<file path="src/rtl/clook_pipe_adder_if.sv">
// Operand/result handshake bundle for the two-stage lookahead adder.
// The master side presents operands and accepts results; the slave side is the adder.
interface clook_pipe_adder_if #(
    parameter int WIDTH = 16
);
    logic             in_valid;
    logic             in_ready;
    logic [WIDTH-1:0] a;
    logic [WIDTH-1:0] b;
    logic             cin;
    logic             sub;
    logic             out_valid;
    logic             out_ready;
    logic [WIDTH-1:0] sum;
    logic             cout;
    logic             ovf;
    logic             zero;

    modport master (
        output in_valid, a, b, cin, sub, out_ready,
        input  in_ready, out_valid, sum, cout, ovf, zero
    );

    modport slave (
        input  in_valid, a, b, cin, sub, out_ready,
        output in_ready, out_valid, sum, cout, ovf, zero
    );
endinterface

</file>
<file path="src/rtl/clook_pipe_adder.sv">
// Two-stage pipelined carry-lookahead adder/subtractor with valid/ready flow control.
// Stage 1 registers bit and 4-bit-group propagate/generate terms; stage 2 resolves
// group carries by lookahead (no ripple between groups), then intra-group carries,
// and registers sum, cout, ovf and zero. WIDTH must be a multiple of 4 in 4..64 and
// must match the WIDTH of the connected interface instance.
module clook_pipe_adder #(
    parameter int WIDTH = 16
) (
    input logic               clk,
    input logic               rst_n,
    clook_pipe_adder_if.slave bus
);
    localparam int NG = WIDTH / 4;

    logic             v1;
    logic             v2;
    logic             load_s1;
    logic             load_s2;

    logic [WIDTH-1:0] b_eff;
    logic [WIDTH-1:0] p_in;
    logic [WIDTH-1:0] g_in;
    logic [NG-1:0]    gp_in;
    logic [NG-1:0]    gg_in;

    logic [WIDTH-1:0] p1;
    logic [WIDTH-1:0] g1;
    logic [NG-1:0]    gp1;
    logic [NG-1:0]    gg1;
    logic             c0_1;

    logic [NG:0]      gc;
    logic [WIDTH-1:0] sum_n;
    logic             cmsb_n;
    logic             cout_n;
    logic             ovf_n;
    logic             zero_n;

    logic [WIDTH-1:0] sum_q;
    logic             cout_q;
    logic             ovf_q;
    logic             zero_q;

    // Stage 2 can always drain when downstream is ready, so in_ready never looks at in_valid.
    assign bus.in_ready = !v1 || !v2 || bus.out_ready;
    assign load_s1      = bus.in_valid && bus.in_ready;
    assign load_s2      = v1 && (!v2 || bus.out_ready);

    assign bus.out_valid = v2;
    assign bus.sum       = sum_q;
    assign bus.cout      = cout_q;
    assign bus.ovf       = ovf_q;
    assign bus.zero      = zero_q;

    // Subtraction is a + ~b + 1, so b is inverted up front and the +1 rides in as carry-in.
    assign b_eff = bus.sub ? ~bus.b : bus.b;
    assign p_in  = bus.a ^ b_eff;
    assign g_in  = bus.a & b_eff;

    // Collapse each 4-bit slice into a group propagate and group generate.
    always_comb begin : group_terms
        gp_in = '0;
        gg_in = '0;
        for (int k = 0; k < NG; k++) begin
            gp_in[k] = &p_in[4*k +: 4];
            gg_in[k] = g_in[4*k+3]
                     | (g_in[4*k+2] & p_in[4*k+3])
                     | (g_in[4*k+1] & p_in[4*k+2] & p_in[4*k+3])
                     | (g_in[4*k]   & p_in[4*k+1] & p_in[4*k+2] & p_in[4*k+3]);
        end
    end

    // Stage 1 register: captures the propagate/generate terms only on an accepted beat.
    always_ff @(posedge clk or negedge rst_n) begin
        if (!rst_n) begin
            p1   <= '0;
            g1   <= '0;
            gp1  <= '0;
            gg1  <= '0;
            c0_1 <= 1'b0;
        end else if (load_s1) begin
            p1   <= p_in;
            g1   <= g_in;
            gp1  <= gp_in;
            gg1  <= gg_in;
            c0_1 <= bus.sub | bus.cin;
        end
    end

    // Stage valid bits: s1 fills on accept and empties as it moves on; s2 empties on a transfer.
    always_ff @(posedge clk or negedge rst_n) begin
        if (!rst_n) begin
            v1 <= 1'b0;
            v2 <= 1'b0;
        end else begin
            if (load_s1) begin
                v1 <= 1'b1;
            end else if (load_s2) begin
                v1 <= 1'b0;
            end
            if (load_s2) begin
                v2 <= 1'b1;
            end else if (bus.out_ready) begin
                v2 <= 1'b0;
            end
        end
    end

    // Carry into each group as a flat sum of products over the registered group terms.
    always_comb begin : group_carry
        logic prod;
        logic acc;
        gc   = '0;
        prod = 1'b0;
        acc  = 1'b0;
        for (int k = 0; k <= NG; k++) begin
            prod = 1'b1;
            acc  = 1'b0;
            for (int j = k - 1; j >= 0; j--) begin
                acc  = acc | (prod & gg1[j]);
                prod = prod & gp1[j];
            end
            gc[k] = acc | (prod & c0_1);
        end
    end

    // Carry into each bit by 4-bit lookahead from its group carry, then form the sum bits.
    always_comb begin : bit_carry
        logic prod;
        logic acc;
        logic ci;
        int   base;
        sum_n  = '0;
        cmsb_n = 1'b0;
        prod   = 1'b0;
        acc    = 1'b0;
        ci     = 1'b0;
        base   = 0;
        for (int i = 0; i < WIDTH; i++) begin
            base = i - (i % 4);
            prod = 1'b1;
            acc  = 1'b0;
            for (int j = i - 1; j >= base; j--) begin
                acc  = acc | (prod & g1[j]);
                prod = prod & p1[j];
            end
            ci       = acc | (prod & gc[i/4]);
            sum_n[i] = p1[i] ^ ci;
            if (i == WIDTH - 1) begin
                cmsb_n = ci;
            end
        end
    end

    assign cout_n = gc[NG];
    assign ovf_n  = cmsb_n ^ cout_n;
    assign zero_n = (sum_n == '0);

    // Stage 2 register: result flops move only on a stage-2 load, so a stalled result holds.
    always_ff @(posedge clk or negedge rst_n) begin
        if (!rst_n) begin
            sum_q  <= '0;
            cout_q <= 1'b0;
            ovf_q  <= 1'b0;
            zero_q <= 1'b1;
        end else if (load_s2) begin
            sum_q  <= sum_n;
            cout_q <= cout_n;
            ovf_q  <= ovf_n;
            zero_q <= zero_n;
        end
    end
endmodule

</file>
<file path="src/flat_wrapper.sv">
// flat-port wrapper written by rule: the top's interface ports become plain ports
module clook_pipe_adder_flat 
#(
    parameter int WIDTH = 16
)
  (clk, rst_n, bus_in_valid, bus_a, bus_b, bus_cin, bus_sub, bus_out_ready, bus_in_ready, bus_out_valid, bus_sum, bus_cout, bus_ovf, bus_zero);
  clook_pipe_adder_if #(.WIDTH(WIDTH)) bus_i ();
  input logic clk;
  input logic rst_n;
  input wire logic [$bits(bus_i.in_valid)-1:0] bus_in_valid;
  input wire logic [$bits(bus_i.a)-1:0] bus_a;
  input wire logic [$bits(bus_i.b)-1:0] bus_b;
  input wire logic [$bits(bus_i.cin)-1:0] bus_cin;
  input wire logic [$bits(bus_i.sub)-1:0] bus_sub;
  input wire logic [$bits(bus_i.out_ready)-1:0] bus_out_ready;
  output wire logic [$bits(bus_i.in_ready)-1:0] bus_in_ready;
  output wire logic [$bits(bus_i.out_valid)-1:0] bus_out_valid;
  output wire logic [$bits(bus_i.sum)-1:0] bus_sum;
  output wire logic [$bits(bus_i.cout)-1:0] bus_cout;
  output wire logic [$bits(bus_i.ovf)-1:0] bus_ovf;
  output wire logic [$bits(bus_i.zero)-1:0] bus_zero;
  assign bus_i.in_valid = bus_in_valid;
  assign bus_i.a = bus_a;
  assign bus_i.b = bus_b;
  assign bus_i.cin = bus_cin;
  assign bus_i.sub = bus_sub;
  assign bus_i.out_ready = bus_out_ready;
  assign bus_in_ready = bus_i.in_ready;
  assign bus_out_valid = bus_i.out_valid;
  assign bus_sum = bus_i.sum;
  assign bus_cout = bus_i.cout;
  assign bus_ovf = bus_i.ovf;
  assign bus_zero = bus_i.zero;
  clook_pipe_adder #(.WIDTH(WIDTH)) u_core (.clk(clk), .rst_n(rst_n), .bus(bus_i));
endmodule
</file>
<file path="config.mk">
export PLATFORM = sky130hd
export DESIGN_NAME = clook_pipe_adder_flat
export DESIGN_NICKNAME = d
export VERILOG_FILES = /design/src/rtl/clook_pipe_adder_if.sv /design/src/rtl/clook_pipe_adder.sv /design/src/flat_wrapper.sv
export SDC_FILE = /design/constraint.sdc
export NUM_CORES = 1
export LEC_CHECK = 0
export BUFFER_PORTS_ARGS = -buffer_cell sky130_fd_sc_hd__buf_2
export CAP_MARGIN = 20
export CORE_ASPECT_RATIO = 0.9
export CORE_MARGIN = 1
export CORE_UTILIZATION = 45
export CTS_CLUSTER_SIZE = 12
export DETAILED_ROUTE_END_ITERATION = 6
export PLACE_DENSITY = 0.71
export SLEW_MARGIN = 20
export SYNTH_ARGS = -nofsm -noshare
export SYNTH_HDL_FRONTEND = slang
export SYNTH_SLANG_ARGS = --single-unit
</file>
<file path="constraint.sdc">
create_clock -name clk -period 3.2 [get_ports clk]
set_clock_uncertainty 0.05 [all_clocks]
set_input_delay 0.16 -clock clk [delete_from_list [all_inputs] [get_ports clk]]
set_output_delay 0.16 -clock clk [all_outputs]
set_load 0.02 [all_outputs]
</file>
; Word level (Yosys, flattened, before mapping)
; Cells that the tools add are included.
[word_totals]
ff_bits = 61
in_bits = 38
output_inout_bits = 21
word_cells = 173
[classes]
n_mux = 5
n_bitwise = 143
n_reduce_logical = 14
[ops]
columns = op, count
row1 = AND 1 bit, 76
row2 = bitwise OR 1 bit, 47
row3 = bitwise XOR 1 bit, 17
row4 = AND 16 bit, 1
row5 = zero test 16 bit, 1
row6 = two-way mux 16 bit, 1
row7 = NOT 16 bit, 1
row8 = AND reduction 4 bit, 4
row9 = bitwise XOR 16 bit, 1
row10 = two-way mux 1 bit, 4
row11 = nonzero test 2 bit, 2
row12 = logical OR 1 bit, 3
row13 = logical AND 1 bit, 2
row14 = zero test 1 bit, 2

; Longest topological paths before layout
[logic_depth]
depth_word = 8
mapped_depth = 8
ltp_nobuf = 8

; Worst setup path after synthesis
; Ideal clock, no wire load.
[synth_timing]
kind = reg-to-reg
start = register u_core.c0_1
end = register u_core.zero_q, in the netlist u_core.bus.zero
setup_time_ns = 0.097
arrival_time_ns = 2.079
t_required_ns = 3.053
setup_slack_ns = 0.974
path_stages_with_launch = 9
n_path_buf = 0
synth_period_minus_slack_ns = 2.226
cell_sequence = dfrtp_1 -> a211oi_2 -> nor2_1 -> ha_1 -> or3_1 -> a222oi_1 -> o2111a_1 -> o2111ai_1 -> o41ai_2
[synth_via]
elab_chain_len = 6
elab_cells_between_ends = 47
cone_classes = bitwise (46) / reduce/logical (1)
[synth_lines]
columns = item, line_no
row1 = start: declaration, clook_pipe_adder.sv:30  ; logic c0_1;
row2 = start signal: assignment, clook_pipe_adder.sv:86  ; c0_1 <= bus.sub | bus.cin;
row3 = AND 1 bit, clook_pipe_adder.sv:123  ; gc[k] = acc | (prod & c0_1);
row4 = bitwise OR 1 bit, clook_pipe_adder.sv:123
row5 = AND 1 bit, clook_pipe_adder.sv:147  ; ci = acc | (prod & gc[i/4]);
row6 = bitwise OR 1 bit, clook_pipe_adder.sv:147
row7 = bitwise XOR 1 bit, clook_pipe_adder.sv:148  ; sum_n[i] = p1[i] ^ ci;
row8 = zero test 16 bit (*), clook_pipe_adder.sv:157  ; assign zero_n = (sum_n == '0);
row9 = end signal: assignment, clook_pipe_adder.sv:170  ; zero_q <= zero_n;
row10 = end: declaration, clook_pipe_adder.sv:42  ; logic zero_q;
; Every way passes the cells marked *; elsewhere a longest branch is shown, timed or not.
; A chain may end at the register's enable or synchronous reset.

; Final worst setup path
; Same ends and word-level chain as after synthesis.

==> run metrics <==
crit path max fanout=5; cell area after synthesis=3000 um2; Worst-path clk slew=~60 ps; Buf+Inv Stages, Crit Path=0; delay-heaviest family, CP=compound AO/OA/AOI/OAI gates; # IOs=between 50 and 60; total negative slack=0 ps; vias in the first global route=2039; switch share=0.349; crit path from=u_core.c0_1$_DFFE_PN0P_; Detailed Routing Iterations Pass 1=4; Root Buffer=clkbuf_8; Routed wire per std cell=14.5 um; share of cells above drive strength 1=0.343; Synth Instances=about 260; RSZ-0062 raised after global routing=no; gr usage total=0.192; sequential-to-total area share from yosys stat=0.485; Avg Cell Area, Syn=11.4 um2; number of max-cap violations=0; warnings from Yosys=0; P per Cell Area=between 600 and 700 nW/um2; Clock Sinks=58; post-route ant nets=0; first-pass GRT wire length=~10000 um; fraction of registers with async set/reset=1.00; Slew @ Worst Pin=approximately 830 ps; CTS H-Tree Depth=3; largest net degree at the start of global routing=47; Worst path depth=8; Peak VDD IR=0.000303 V; Critical Path Max Stage Delay=430 ps; vias per cell=5.19; Die Span X=88.0 um; Post-Syn Nets=320; Skew-Pair Late Insertion Delay=340 ps; Final HPWL DP=between 4000 and 5000 um; CORE AREA=6280 um2; worst slack, placed=761 ps; path depth of the worst reg2reg path=8; WHS=57.2 ps; grt ovf=0; critical path class=reg2reg; DRT Wirelength=6080 um; Hold Fails Final Rpt=0; critical path endpoint=u_core.bus.zero$_DFFE_PN1P_; Comb pwr share=0.325; CP Launch Type=flip-flop; Primary FF master, synth=dfrtp_1; Num CTS Buffers=9; site row count=27; full die area=6990 um2; outcome=completed; total power=2490 uW; post-synthesis cell type count=37; GP Congestion=about 0.81; slowest CP cell=dfrtp_1; crit path DAT=around 2600 ps; diode count=0; post-layout min period=2440 ps; commonest non-fill, non-tap cell in the layout=buf_2; dpl cells=401; reg2reg end=u_core.bus.zero$_DFFE_PN1P_; Psw=869 uW; Cell Int Power=1620 uW; IO Port Bufs=between 50 and 60; Clk pwr share=0.246; cells along the critical path=a211oi_2 -> nor2_1 -> ha_1 -> or3_1 -> a222oi_1 -> o2111a_1 -> o2111ai_1 -> o41ai_2; final setup vio count=0; EDFF count, synth=0; via count=~2200; R2R Setup Slk=760 ps; CTS tree=built; initial antenna violation count=0; RR Startpoint=u_core.c0_1$_DFFE_PN0P_; Critical Path End Type=flip-flop; Layout area overhead=19.5%; DIE HEIGHT=79.4 um; Crit path required time=roughly 3400 ps; # nets final=between 300 and 400; sequential share of power=0.429; Leak=0.00175 uW; Starting Density=0.477; worst min path class=in2reg; post-route clock period utilization=0.763; Starting DRT DRC Count=113; Slew HR=0.443; Yosys reg bits=between 50 and 60; drc violations=0; commonest non-fill, non-tap cells in the layout=58 x buf_2, 57 x dfrtp_1, 35 x mux2_2; Final Max Slew Viols=0; Post-Layout Cell Count=419; # resized after CTS=0; worst setup margin=759 ps; clk buf depth=2; fmax=around 0.41 GHz
[kinds of logic (layout without fill, tap and decap cells)]
family / after synthesis / in the layout / share of synthesized area
DFF: 58 / 58 / 0.485
AOI/OAI and AO/OA: 57 / 57 / 0.124
and+or+nand+nor: 54 / 54 / 0.0839
muxes: 36 / 36 / 0.135
xor gates and xnor gates: 25 / 25 / 0.0731
adders and majority gates: 20 / 20 / 0.0835
buffers and inverters: 12 / 82 / 0.0163
[layout make-up]
| class | count | area, um2 |
|---|---|---|
| Multi-Input combinational cell | 192 | 1500 |
| Fill cell | 558 | 2700 |
| Clock buffer | 14 | 173 |
| Tap cell | 87 | 109 |
| Timing Repair Buffer | 62 | 325 |
| Sequential cell | 58 | 1450 |
| Clock inverter | 2 | 10.0 |
| Inverter | 4 | 15.0 |
[through the flow]
step,instance area (um2),util
after floorplan,3000,-
after global placement,3380,0.537
after detailed placement,3380,0.537
after CTS,3580,0.570
after global routing,3580,0.570
final,3580,0.570
[power groups by stage]
stage                     clock [uW]  sequential, uW  combinational, uW
after CTS                        635            1070                814
after floorplan                    0            1170                436
final                            613            1070                808
after global placement             0            1070                794
after detailed placement           0            1080                809
after global routing             656            1090                895
[cell usage after synthesis, types with 4 or more instances]
library cell	n	area share
xor2_1	20	0.058
xnor2_1	5	0.015
a21oi_1	12	0.020
nand4_1	7	0.015
a21o_1	9	0.023
nor2_1	6	0.0075
inv_1	4	0.0050
o21ai_0	19	0.032
nand2_1	28	0.035
mux2_2	35	0.13
clkbuf_1	5	0.0063
ha_1	20	0.084
nand2b_1	4	0.0083
dfrtp_1	57	0.48
[worst min-delay path, stage by stage]
cell	delay (ps)
buf_2	80
nor2_1	50
o21ai_0	130
[registers in the layout, summed over array words and instances, names as in the netlist, 4 cells and up]
register	cells
u_core.bus.sum	16
u_core.g1	12
u_core.p1	16
u_core.gp1	4
u_core.gg1	4
[per-layer routing]
layer / global-route usage / vias to the layer above / share of wire
li1: - / 1081 / -
met1: 0.278 / 1029 / 0.51
met2: 0.271 / 56 / 0.43
met3: 0.0683 / 8 / 0.051
met4: 0.0532 / 0 / 0.010
met5: 0 / - / 0
[how the worst min path moves through the flow]
stage | startpoint | end | slack, ps | cells past startpoint
2_1_floorplan | rst_n | u_core.bus.cout$_DFFE_PN0P_ | -190 | 0
3_5_place_dp | rst_n | u_core.bus.sum[15]$_DFFE_PN0P_ | 240 | 1
3_3_place_gp | rst_n | u_core.bus.sum[8]$_DFFE_PN0P_ | 240 | 1
6_report | bus_cin | u_core.c0_1$_DFFE_PN0P_ | 60 | 3
4_1_cts | bus_cin | u_core.c0_1$_DFFE_PN0P_ | 40 | 3
5_1_grt | bus_cin | u_core.c0_1$_DFFE_PN0P_ | 70 | 3
[what timing repair did]
item | CTS | global route
setup buffers | 0 | 0
endpoints found under the setup margin | 0 | 0
hold buffers | 2 | 0
hold endpoints to repair | 35 | 0
No activity file was read; power rests on OpenSTA's default activity.
